`config.mk`:
```
export PLATFORM = sky130hd
export DESIGN_NAME = tff_mod_counter
export DESIGN_NICKNAME = d
export VERILOG_FILES = /design/src/rtl/tff_mod_counter.sv
export SDC_FILE = /design/constraint.sdc
export NUM_CORES = 1
export LEC_CHECK = 0
export CAP_MARGIN = 20
export CELL_PAD_IN_SITES_DETAIL_PLACEMENT = 1
export CELL_PAD_IN_SITES_GLOBAL_PLACEMENT = 2
export CORE_MARGIN = 5
export CORE_UTILIZATION = 26
export CTS_CLUSTER_DIAMETER = 30
export DETAILED_ROUTE_END_ITERATION = 8
export PLACE_DENSITY_LB_ADDON = 0.05
export SYNTH_ARGS = -nofsm -noshare
export SYNTH_HDL_FRONTEND = slang
export SYNTH_SLANG_ARGS = --single-unit
```
`constraint.sdc`:
```
create_clock -name clk -period 3 [get_ports clk]
set_input_delay 0.6 -clock clk [delete_from_list [all_inputs] [get_ports clk]]
set_output_delay 0.6 -clock clk [all_outputs]
set_load 0.005 [all_outputs]
```
`src/rtl/tff_mod_counter.sv`:
```
// ---------------------------------------------------------------------------
// tff_mod_counter
//
// WIDTH-bit state register that can toggle bits by mask, count up or down
// modulo MOD, or be loaded. A terminal-count pulse marks each up/down wrap
// (or each attempted step past a limit when saturating). An illegal-toggle
// pulse marks a masked toggle that would leave the legal range 0..MOD-1.
//
// Parameters
//   The register width WIDTH may be 1..32 bits.
//   The count modulus may be 2..2^WIDTH; q always stays in 0..MOD-1.
//   SATURATE selects wrapping (0) or holding (1) at the limits.
//
// Ports
//   clk   in   rising-edge clock
//   rstn  in   asynchronous active-low reset (q=0, tc=0, err=0)
//   en    in   count/toggle enable (load does not need it)
//   mode  in   2'b00 hold, 2'b01 up, 2'b10 down, 2'b11 toggle-mask
//   load  in   synchronous load of din, highest priority, clamped to MOD-1
//   din   in   load value
//   tmask in   per-bit toggle enables used in toggle mode
//   q     out  registered state
//   qbar  out  bitwise complement of q
//   tc    out  registered terminal-count pulse
//   err   out  registered illegal-toggle pulse
// ---------------------------------------------------------------------------
module tff_mod_counter #(
    parameter int     WIDTH    = 8,
    parameter longint MOD      = 256,
    parameter int     SATURATE = 0
) (
    input  logic             clk,
    input  logic             rstn,
    input  logic             en,
    input  logic [1:0]       mode,
    input  logic             load,
    input  logic [WIDTH-1:0] din,
    input  logic [WIDTH-1:0] tmask,
    output logic [WIDTH-1:0] q,
    output logic [WIDTH-1:0] qbar,
    output logic             tc,
    output logic             err
);

    typedef enum logic [1:0] {
        MODE_HOLD   = 2'b00,
        MODE_UP     = 2'b01,
        MODE_DOWN   = 2'b10,
        MODE_TOGGLE = 2'b11
    } mode_e;

    // Comparisons are done one bit wider so that MOD = 2^WIDTH is representable.
    localparam logic [WIDTH:0]   MOD_W = (WIDTH+1)'(MOD);
    localparam logic [WIDTH-1:0] MAX_Q = WIDTH'(MOD - 64'd1);
    localparam logic             SAT_L = (SATURATE != 0) ? 1'b1 : 1'b0;

    // True when a WIDTH-bit value lies inside the legal range 0..MOD-1.
    function automatic logic in_range(input logic [WIDTH-1:0] v);
        return ({1'b0, v} < MOD_W);
    endfunction

    // Load value clamped to the top of the legal range.
    function automatic logic [WIDTH-1:0] clamp_load(input logic [WIDTH-1:0] v);
        logic [WIDTH-1:0] r;
        if (in_range(v)) begin
            r = v;
        end else begin
            r = MAX_Q;
        end
        return r;
    endfunction

    logic [WIDTH-1:0] q_r;
    logic             tc_r;
    logic             err_r;

    logic [WIDTH-1:0] q_next_s;
    logic             tc_next_s;
    logic             err_next_s;
    logic [WIDTH-1:0] cand_s;
    mode_e            mode_s;

    assign mode_s = mode_e'(mode);
    assign cand_s = q_r ^ tmask;

    // Next-state selection in priority order: load, idle, up, down, toggle.
    always_comb begin
        q_next_s   = q_r;
        tc_next_s  = 1'b0;
        err_next_s = 1'b0;
        if (load) begin
            q_next_s = clamp_load(din);
        end else if (!en) begin
            q_next_s = q_r;
        end else begin
            case (mode_s)
                MODE_HOLD: begin
                    q_next_s = q_r;
                end
                MODE_UP: begin
                    if (q_r == MAX_Q) begin
                        tc_next_s = 1'b1;
                        if (SAT_L) begin
                            q_next_s = q_r;
                        end else begin
                            q_next_s = {WIDTH{1'b0}};
                        end
                    end else begin
                        q_next_s = q_r + WIDTH'(1);
                    end
                end
                MODE_DOWN: begin
                    if (q_r == {WIDTH{1'b0}}) begin
                        tc_next_s = 1'b1;
                        if (SAT_L) begin
                            q_next_s = q_r;
                        end else begin
                            q_next_s = MAX_Q;
                        end
                    end else begin
                        q_next_s = q_r - WIDTH'(1);
                    end
                end
                MODE_TOGGLE: begin
                    // A toggle that would leave the legal range is refused.
                    if (in_range(cand_s)) begin
                        q_next_s = cand_s;
                    end else begin
                        q_next_s   = q_r;
                        err_next_s = 1'b1;
                    end
                end
                default: begin
                    q_next_s = q_r;
                end
            endcase
        end
    end

    // State and pulse registers with asynchronous clear.
    always_ff @(posedge clk or negedge rstn) begin
        if (!rstn) begin
            q_r   <= {WIDTH{1'b0}};
            tc_r  <= 1'b0;
            err_r <= 1'b0;
        end else begin
            q_r   <= q_next_s;
            tc_r  <= tc_next_s;
            err_r <= err_next_s;
        end
    end

    assign q    = q_r;
    assign qbar = ~q_r;
    assign tc   = tc_r;
    assign err  = err_r;

endmodule

```
==> results of run 1 <==
[where the power goes]
group,internal (mW),switching [mW]
registers,0.137,0.0596
clock network,0.0927,0.0488
logic,0.144,0.120
total,0.374,0.228
[kinds of logic after synthesis]
group                    after synthesis  share of synthesized area (%)
AO/OA/AOI/OAI                         50                           30.9
XOR/XNOR                               7                           5.59
AND/OR/NAND/NOR                       42                           23.3
adder cells (fa/ha/maj)                7                           7.98
multiplexers                           1                          0.912
flip-flops                             9                           20.5
buffers and inverters                 23                           10.5
other                                  1                          0.342
[synth_stat cells (3+ instances only)]
| master | number | area share, % |
|---|---|---|
| nor3_1 | 7 | 3.2 |
| nand3_1 | 3 | 1.4 |
| nand2b_1 | 3 | 1.7 |
| nor2_1 | 6 | 2.1 |
| or3_1 | 3 | 1.7 |
| a22oi_1 | 3 | 2.1 |
| buf_2 | 5 | 2.3 |
| a21oi_1 | 14 | 6.4 |
| xnor2_1 | 3 | 2.4 |
| a221oi_1 | 3 | 2.4 |
| inv_1 | 12 | 4.1 |
| ha_1 | 7 | 8.0 |
| o21ai_0 | 14 | 6.4 |
| xor2_1 | 4 | 3.2 |
| nand2_1 | 7 | 2.4 |
| dfrtp_1 | 9 | 21 |
[worst max-delay path: stages]
cell	delay, ns
clkdlybuf4s50_1	0.46
ha_1	0.39
or2_1	0.38
or3_1	0.40
a21oi_1	0.18
a2111oi_2	0.06
o22ai_2	0.09
[layout make-up]
type / instances / area [um^2]
fillers: 489 / 2520
multi-input cells: 108 / 757
repair buffers: 41 / 403
flip-flops and latches: 9 / 225
well taps: 50 / 62.6
clock buffers: 4 / 45.0
inverters: 12 / 45.0
[through the flow]
stage	hold slack, ns	worst slack (ns)	utilization (%)	total power, mW
after floorplan	0.304	1.02	-	0.332
after global placement	0.707	0.414	36.8	0.463
after detailed placement	0.693	0.362	36.8	0.466
after CTS	0.690	0.592	37.9	0.608
after global routing	0.713	0.480	37.9	0.648
final	0.675	0.597	37.9	0.602
[layer usage]
layer	track usage, %	wire length [um]
met5	0	0
met3	3.07	177
met2	27.6	2090
met1	18.7	1740
met4	3.75	64
[sequential cells by signal, indices dropped and copies added, names as in the netlist]
register	cells
tc	1
q	8
[worst max-delay path by stage]
stage | slack (ns) | to
floorplan | 1.02 | q[7]$_DFFE_PN0P_
global placement | 0.41 | q[7]$_DFFE_PN0P_
detailed placement | 0.36 | q[7]$_DFFE_PN0P_
CTS | 0.59 | q[7]$_DFFE_PN0P_
global route | 0.48 | q[7]$_DFFE_PN0P_
finish | 0.60 | q[7]$_DFFE_PN0P_
==> impl_metrics.py, run 1 <==
metrics = {
    "detailed_routing": {
        "drc": 0,
        "drt_first_iter_violations": 81,
        "route.detailed.wl_per_inst_um": 18.2,
        "drt_wl_total_mm": 4.08,
        "vias": 1212,
        "detail_route.first_pass.iterations": 4,
        "ant_nets": 0,
        "drt-vias-per-instance": 5.41,
    },
    "clock_tree": {
        "cts_resized": 0,
        "clkTransAtPathRegs_ns": 0.05,
        "clk_path_buf_depth": 2,
        "cts.repair_timing.setup_buffer_count": 0,
        "cts-root-buf": "clkbuf_8",
        "cts_tree": "done",
        "cts_made_buffers": 3,
        "cts_hold_buffers": 0,
        "ctsHtreeMaxLevel": 1,
        "clock_latency_ns": 0.23,
        "cts.sink_count": 9,
    },
    "timing": {
        "fmax_ghz": 0.416,
        "period_share_pct": 80.1,
        "fin_skew_ns": 0.00339,
        "finalHoldViolCount": 0,
        "finalMaxSlewViolations": 0,
        "finalWorstPathRequiredPeriod_ns": 2.40,
        "final_setup_violations": 0,
        "fin_setup_tns_ns": 0,
        "max_slew_margin_pct": 64.5,
        "worstMarginPinSlew_ns": 0.532,
        "grt_setup_unrepaired": "no",
    },
    "synth": {
        "yosysSeqAreaShare_pct": 20.5,
        "synth_edf_count": 0,
        "synth_area_per_cell_um2": 7.84,
        "yosys.cell_types.count": 46,
        "async_set_or_reset_register_ratio_after_synthesis_pct": 100,
        "synth.cell_area_um2": 1100,
        "synth_ff_type": "dfrtp_1",
        "postSynthRegisterBits": 9,
        "synth_nets": 169,
        "cell_count_after_synthesis": 140,
        "yosys_warnings": 0,
    },
    "worst_setup_path": {
        "reg2reg_slack_ns": 0.88,
        "critPathMaxFanout": 13,
        "r2r.worst_path.cells": 6,
        "critical_path.startpoint_type": "primary input",
        "critPathArrivalTime_ns": 2.56,
        "cp-startpoint": "mode[0]",
        "cp.required_ns": 3.16,
        "worst-setup-path-type": "primary input to register",
        "cp-end-kind": "register",
        "worst_flop_to_flop_path_endpoint": "q[0]$_DFFE_PN0P_",
        "critical_path.reg2reg.startpoint": "q[1]$_DFFE_PN0P_",
    },
    "placed_design": {
        "place.port_buffers": 38,
        "gp_congestion": 0.864,
        "post-dp-hpwl_mm": 3.28,
        "placedInstanceArea_um2": 1490,
        "post-place-cells": 220,
    },
    "layout": {
        "post_route_cells_drive_above_1_share_pct": 9.20,
        "antenna_cells_inserted": 0,
        "layout.cells.most_common": "clkdlybuf4s50_1",
        "final-instance-count-excl-fill": 224,
        "postLayoutCellArea_um2": 1540,
        "syn_to_final_growth_pct": 40.1,
        "mostFrequentLayoutCells": "clkdlybuf4s50_1, a21oi_1, o21ai_0",
        "finish.net_count": 204,
    },
    "grt": {
        "global_route.overflow_total": 0,
        "antenna_found_initial": 0,
        "first_global_vias": 1347,
        "grt_usage_pct": 15.4,
        "wire_length_of_the_first_global_routing_pass_mm": 6.60,
        "grt_start_max_net_pins": 15,
    },
    "power": {
        "peakVddDrop_mv": 0.144,
        "p_per_area_nw_per_um2": 392,
        "leakage_nw": 0.599,
    },
    "floorplan": {
        "core.rowCount": 23,
        "fp.dieW_um": 75.0,
        "io-pin-count": 40,
        "die_height_um": 75.0,
        "core_region_area_um2": 4060,
        "floorplan.die_area_um2": 5620,
        "initial_utilization_pct": 27.0,
    },
    "run_status": {
        "outcome": "finished clean",
    },
    "min_path": {
        "hold_path_class": "primary input to asynchronous set/reset pin",
    },
    "job": {
        "max-cap-violations": 0,
    },
}
Power figures use the tool's default switching activity.
==> run 2, diff against run 1 <==
CORE_UTILIZATION = 24   (was 26)
clock period = 2.35 ns   (was 3 ns; I/O delays follow)
==> run 2 against run 1 <==
Against the previous run: design area up 6.5%; wire length grew 9.0%; worst hold slack got worse by 0.083 ns; worst setup slack worse by 0.43 ns; power up 36%; critical path type unchanged.
==> impl_metrics.py, run 2 (synthesis results as in run 1) <==
metrics = {
    "layout": {
        "layout.cells.most_common": "clkdlybuf4s50_1",
        "mostFrequentLayoutCells": "clkdlybuf4s50_1, buf_4, a21oi_1, o21ai_0, inv_1",
        "max_ffs_per_register": 8,
        "antenna_cells_inserted": 0,
        "finish.net_count": 217,
        "post_route_cells_drive_above_1_share_pct": 15.5,
        "syn_to_final_growth_pct": 49.3,
        "postLayoutCellArea_um2": 1640,
    },
    "floorplan": {
        "core_region_area_um2": 4380,
        "fp.dieW_um": 77.6,
        "die_height_um": 77.6,
        "initial_utilization_pct": 25.0,
        "io-pin-count": 40,
        "floorplan.die_area_um2": 6020,
        "core.rowCount": 24,
    },
    "placed_design": {
        "post-dp-hpwl_mm": 3.52,
        "gp_congestion": 0.901,
        "placedInstanceArea_um2": 1590,
        "place.port_buffers": 38,
    },
    "grt": {
        "grt_usage_pct": 15.2,
        "wire_length_of_the_first_global_routing_pass_mm": 7.33,
        "first_global_vias": 1417,
        "antenna_found_initial": 0,
        "global_route.overflow_total": 0,
        "grt_start_max_net_pins": 15,
    },
    "power": {
        "switching_power_mw": 0.317,
        "power_switching_share_pct": 38.7,
        "power.clock.fraction_pct": 24.7,
        "share_of_power_burned_in_combinational_logic_pct": 47.3,
        "share_seq_of_total_power_pct": 28.1,
        "peakVddDrop_mv": 0.170,
        "p_per_area_nw_per_um2": 501,
        "leakage_nw": 0.664,
        "internal_power_mw": 0.502,
    },
    "detailed_routing": {
        "route.detailed.wl_per_inst_um": 18.6,
        "drt_first_iter_violations": 90,
        "drt-vias-per-instance": 5.29,
        "vias": 1265,
        "drt_wl_total_mm": 4.45,
        "detail_route.first_pass.iterations": 4,
        "drc": 0,
        "ant_nets": 0,
    },
    "clock_tree": {
        "cts_tree": "done",
        "cts_made_buffers": 3,
        "clk_path_buf_depth": 2,
        "cts_hold_buffers": 0,
        "clkTransAtPathRegs_ns": 0.06,
        "cts_resized": 0,
        "cts-root-buf": "clkbuf_8",
        "clock_latency_ns": 0.24,
        "ctsHtreeMaxLevel": 1,
        "cts.sink_count": 9,
        "cts.repair_timing.setup_buffer_count": 0,
    },
    "worst_setup_path": {
        "worst-setup-path-type": "primary input to register",
        "critPathMaxFanout": 4,
        "critical_path.startpoint_type": "primary input",
        "r2r.worst_path.cells": 5,
        "timing.critical_path.slowest_cell_delay_ns": 0.51,
        "cp-end-kind": "register",
        "cell_by_cell_trace_of_the_critical_path": "clkdlybuf4s50_1 > inv_1 > ha_1 > or2_1 > or3_1 > a21oi_1 > a2111oi_2 > o22ai_2",
        "crit_path_top_delay_cell": "clkdlybuf4s50_1",
        "critPathArrivalTime_ns": 2.34,
        "cp.required_ns": 2.51,
    },
    "timing": {
        "fmax_ghz": 0.459,
        "max_slew_margin_pct": 62.1,
        "period_share_pct": 92.8,
        "final.hold.worst_slack_ns": 0.592,
        "fin_setup_tns_ns": 0,
        "grt_setup_unrepaired": "no",
        "final_setup_violations": 0,
        "finalMaxSlewViolations": 0,
        "fin_skew_ns": 0.00123,
        "finalWorstPathRequiredPeriod_ns": 2.18,
        "finalHoldViolCount": 0,
        "worstMarginPinSlew_ns": 0.567,
    },
    "min_path": {
        "hold_path_class": "primary input to asynchronous set/reset pin",
    },
    "job": {
        "max-cap-violations": 0,
    },
    "run_status": {
        "outcome": "finished clean",
    },
}
run 2: changes by cell type in the layout (fill, tap and decap cells not counted):
cell / before / now
buf_4: 3 / 16
run 2: stage by stage:
stage                     util [%]  power (mW)  std cells  setup slack (ns)
final                         37.4       0.820        239             0.170
after global placement        36.3       0.612        235            0.0340
after global routing          37.4       0.875        239            0.0576
after CTS                     37.4       0.829        239             0.174
after detailed placement      36.3       0.621        235           -0.0425
after floorplan                  -       0.424        140             0.500
run 2: layout make-up:
| class | instances | area, um^2 |
|---|---|---|
| Fill cell | 531 | 2750 |
| Sequential cell | 9 | 225 |
| Clock buffer | 4 | 45.0 |
| Multi-Input combinational cell | 108 | 757 |
| Tap cell | 52 | 65.1 |
| Inverter | 12 | 45.0 |
| Timing Repair Buffer | 54 | 500 |
run 2: worst paths after layout:
check | from | to | slack, ns
max | mode[0] | q[7]$_DFFE_PN0P_ | 0.17
min reg2reg | q[1]$_DFFE_PN0P_ | q[1]$_DFFE_PN0P_ | 0.67
min | rstn | q[5]$_DFFE_PN0P_ | 0.59
max reg2reg | q[3]$_DFFE_PN0P_ | q[7]$_DFFE_PN0P_ | 0.38
max in group asynchronous | rstn | q[7]$_DFFE_PN0P_ | 1.39
min in group clk | q[1]$_DFFE_PN0P_ | q[1]$_DFFE_PN0P_ | 0.67
run 2: worst max-delay path: cells and delay by family:
kind	cells	cell delay [ns]
AO/OA/AOI/OAI	3	0.38
adder cells (fa/ha/maj)	1	0.23
buffers and inverters	2	0.60
AND/OR/NAND/NOR	2	0.67
run 2: metal layers:
layer	vias up	share of wire [%]	GRT usage (%)
li1	607	-	-
met1	614	46	19.7
met2	37	46	24.5
met3	7	6.3	3.82
met4	0	1.5	4.81
met5	-	0	0
run 2: power groups by stage:
| stage | Sequential, mW | Combinational [mW] | Clock (mW) |
|---|---|---|---|
| 6_report | 0.230 | 0.388 | 0.202 |
| 5_1_grt | 0.236 | 0.427 | 0.213 |
| 4_1_cts | 0.230 | 0.393 | 0.206 |
| 3_5_place_dp | 0.232 | 0.389 | 0 |
| 3_3_place_gp | 0.229 | 0.383 | 0 |
| 2_1_floorplan | 0.203 | 0.221 | 0 |
==> run 3, diff against run 2 <==
CORE_MARGIN = unset   (was 5)
==> run 3 against run 2 <==
Against the previous run: first-iteration DRC count shrank 36%; clock skew is essentially flat; cell count shrank 0.42%; non-clock buffer count shrank 1; power shrank 2.9%; worst setup slack gained 0.087 ns; register-to-register slack gained 0.05 ns.
==> impl_metrics.py, run 3 (synthesis results as in run 1) <==
metrics = {
    "run_status": {
        "outcome": "finished clean",
    },
    "grt": {
        "grt_usage_pct": 17.7,
        "grt_start_max_net_pins": 15,
        "global_route_track_usage_on_met2_pct": 28.9,
        "antenna_found_initial": 0,
        "first_global_vias": 1338,
        "wire_length_of_the_first_global_routing_pass_mm": 6.81,
        "met3_usage_pct": 2.33,
        "global_route.overflow_total": 0,
        "grt_use_met1_pct": 24.9,
        "globalRoute.busiestLayer": "met2",
    },
    "layout": {
        "area.sequential_um2": 225,
        "multiInputGateArea_um2": 757,
        "fillers": 539,
        "antenna_cells_inserted": 0,
        "post_route_cells_drive_above_1_share_pct": 15.1,
        "max_ffs_per_register": 8,
        "layout.cells.most_common": "clkdlybuf4s50_1",
        "finish.net_count": 216,
        "mostFrequentLayoutCells": "clkdlybuf4s50_1, buf_4, a21oi_1, o21ai_0, inv_1",
        "syn_to_final_growth_pct": 48.6,
        "final-instance-count-excl-fill": 238,
    },
    "detailed_routing": {
        "drc": 0,
        "drt-vias-per-instance": 5.26,
        "drt_first_iter_violations": 58,
        "route.detailed.wl_per_inst_um": 17.2,
        "detail_route.first_pass.iterations": 4,
        "ant_nets": 0,
        "vias": 1251,
        "drt_wl_total_mm": 4.10,
    },
    "timing": {
        "max_slew_margin_pct": 64.2,
        "finalHoldViolCount": 0,
        "fin_setup_tns_ns": 0,
        "worstMarginPinSlew_ns": 0.532,
        "period_share_pct": 89.1,
        "final_setup_violations": 0,
        "grt_setup_unrepaired": "no",
        "finalMaxSlewViolations": 0,
        "fmax_ghz": 0.478,
        "fin_skew_ns": 0.000870,
        "finalWorstPathRequiredPeriod_ns": 2.09,
    },
    "power": {
        "power_switching_share_pct": 37.5,
        "switching_power_mw": 0.299,
        "power.clock.fraction_pct": 23.8,
        "internal_power_mw": 0.497,
        "p_per_area_nw_per_um2": 488,
        "fin_total_pwr_mw": 0.796,
        "leakage_nw": 0.660,
        "peakVddDrop_mv": 0.154,
        "share_of_power_burned_in_combinational_logic_pct": 46.8,
        "share_seq_of_total_power_pct": 29.5,
    },
    "placed_design": {
        "gp_congestion": 0.824,
        "post-place-cells": 234,
        "place.port_buffers": 38,
        "post-dp-hpwl_mm": 3.28,
    },
    "clock_tree": {
        "cts_resized": 0,
        "cts_hold_buffers": 0,
        "clkTransAtPathRegs_ns": 0.05,
        "cts_tree": "done",
        "cts_made_buffers": 3,
        "cts.repair_timing.setup_buffer_count": 0,
        "clock_latency_ns": 0.23,
        "cts.sink_count": 9,
        "clk_path_buf_depth": 2,
        "ctsHtreeMaxLevel": 1,
        "cts-root-buf": "clkbuf_8",
    },
    "floorplan": {
        "initial_utilization_pct": 25.0,
        "core_region_area_um2": 4380,
        "fp.dieW_um": 69.6,
        "die_height_um": 69.6,
        "io-pin-count": 40,
        "floorplan.die_area_um2": 4850,
        "core.rowCount": 24,
    },
    "min_path": {
        "hold_path_class": "primary input to asynchronous set/reset pin",
    },
    "worst_setup_path": {
        "worst-setup-path-type": "primary input to register",
        "cell_by_cell_trace_of_the_critical_path": "clkdlybuf4s50_1 > inv_1 > ha_1 > or2_1 > or3_1 > a21oi_1 > a2111oi_2 > o22ai_2",
        "critPathArrivalTime_ns": 2.25,
        "crit_path_top_delay_cell": "clkdlybuf4s50_1",
        "timing.critical_path.slowest_cell_delay_ns": 0.51,
        "cp-end-kind": "register",
        "cp.required_ns": 2.51,
        "critPathMaxFanout": 4,
        "critical_path.startpoint_type": "primary input",
    },
    "job": {
        "max-cap-violations": 0,
    },
}
[run 3: path summary, 6_finish.rpt]
check	from	end	slack (ns)	cells past startpoint
setup / recovery	mode[0]	q[7]$_DFFE_PN0P_	0.26	8
hold / removal	rstn	q[5]$_DFFE_PN0P_	0.59	1
setup reg to reg	q[1]$_DFFE_PN0P_	q[6]$_DFFE_PN0P_	0.43	7
hold reg to reg	q[1]$_DFFE_PN0P_	q[1]$_DFFE_PN0P_	0.68	2
max in group asynchronous	rstn	q[7]$_DFFE_PN0P_	1.41	1
min in group clk	q[1]$_DFFE_PN0P_	q[1]$_DFFE_PN0P_	0.68	2
[run 3: area by class of cell]
cell class | count | area share [%]
repair buffers | 53 | 30.2
flip-flops and latches | 9 | 13.8
inverters | 12 | 2.76
well taps | 52 | 3.99
clock buffers | 4 | 2.76
multi-input cells | 108 | 46.4
[run 3: per-stage QoR]
step	setup WS (ns)	cell area [um^2]	utilization [%]	hold slack [ns]
after floorplan	0.500	1100	-	0.174
after global placement	0.0586	1590	36.2	0.656
after detailed placement	0.0135	1590	36.2	0.696
after CTS	0.251	1630	37.2	0.601
after global routing	0.109	1630	37.2	0.619
final	0.256	1630	37.2	0.587
[run 3: layer usage]
layer / up-vias / share of wire, %
li1: 602 / -
met1: 609 / 49
met2: 38 / 46
met3: 2 / 4.9
met4: 0 / 0.46
met5: - / 0
[run 3: power by group through the flow]
stage | clock network [mW] | registers (mW) | logic, mW
finish | 0.189 | 0.234 | 0.372
global route | 0.204 | 0.241 | 0.408
detailed placement | 0 | 0.237 | 0.374
global placement | 0 | 0.236 | 0.371
CTS | 0.195 | 0.235 | 0.376
floorplan | 0 | 0.203 | 0.221
[run 3: critical path: cells and delay by family]
kind | cells | cell delay, ns
AND/OR/NAND/NOR | 2 | 0.65
AO/OA/AOI/OAI | 3 | 0.34
buffers and inverters | 2 | 0.59
adder cells (fa/ha/maj) | 1 | 0.21
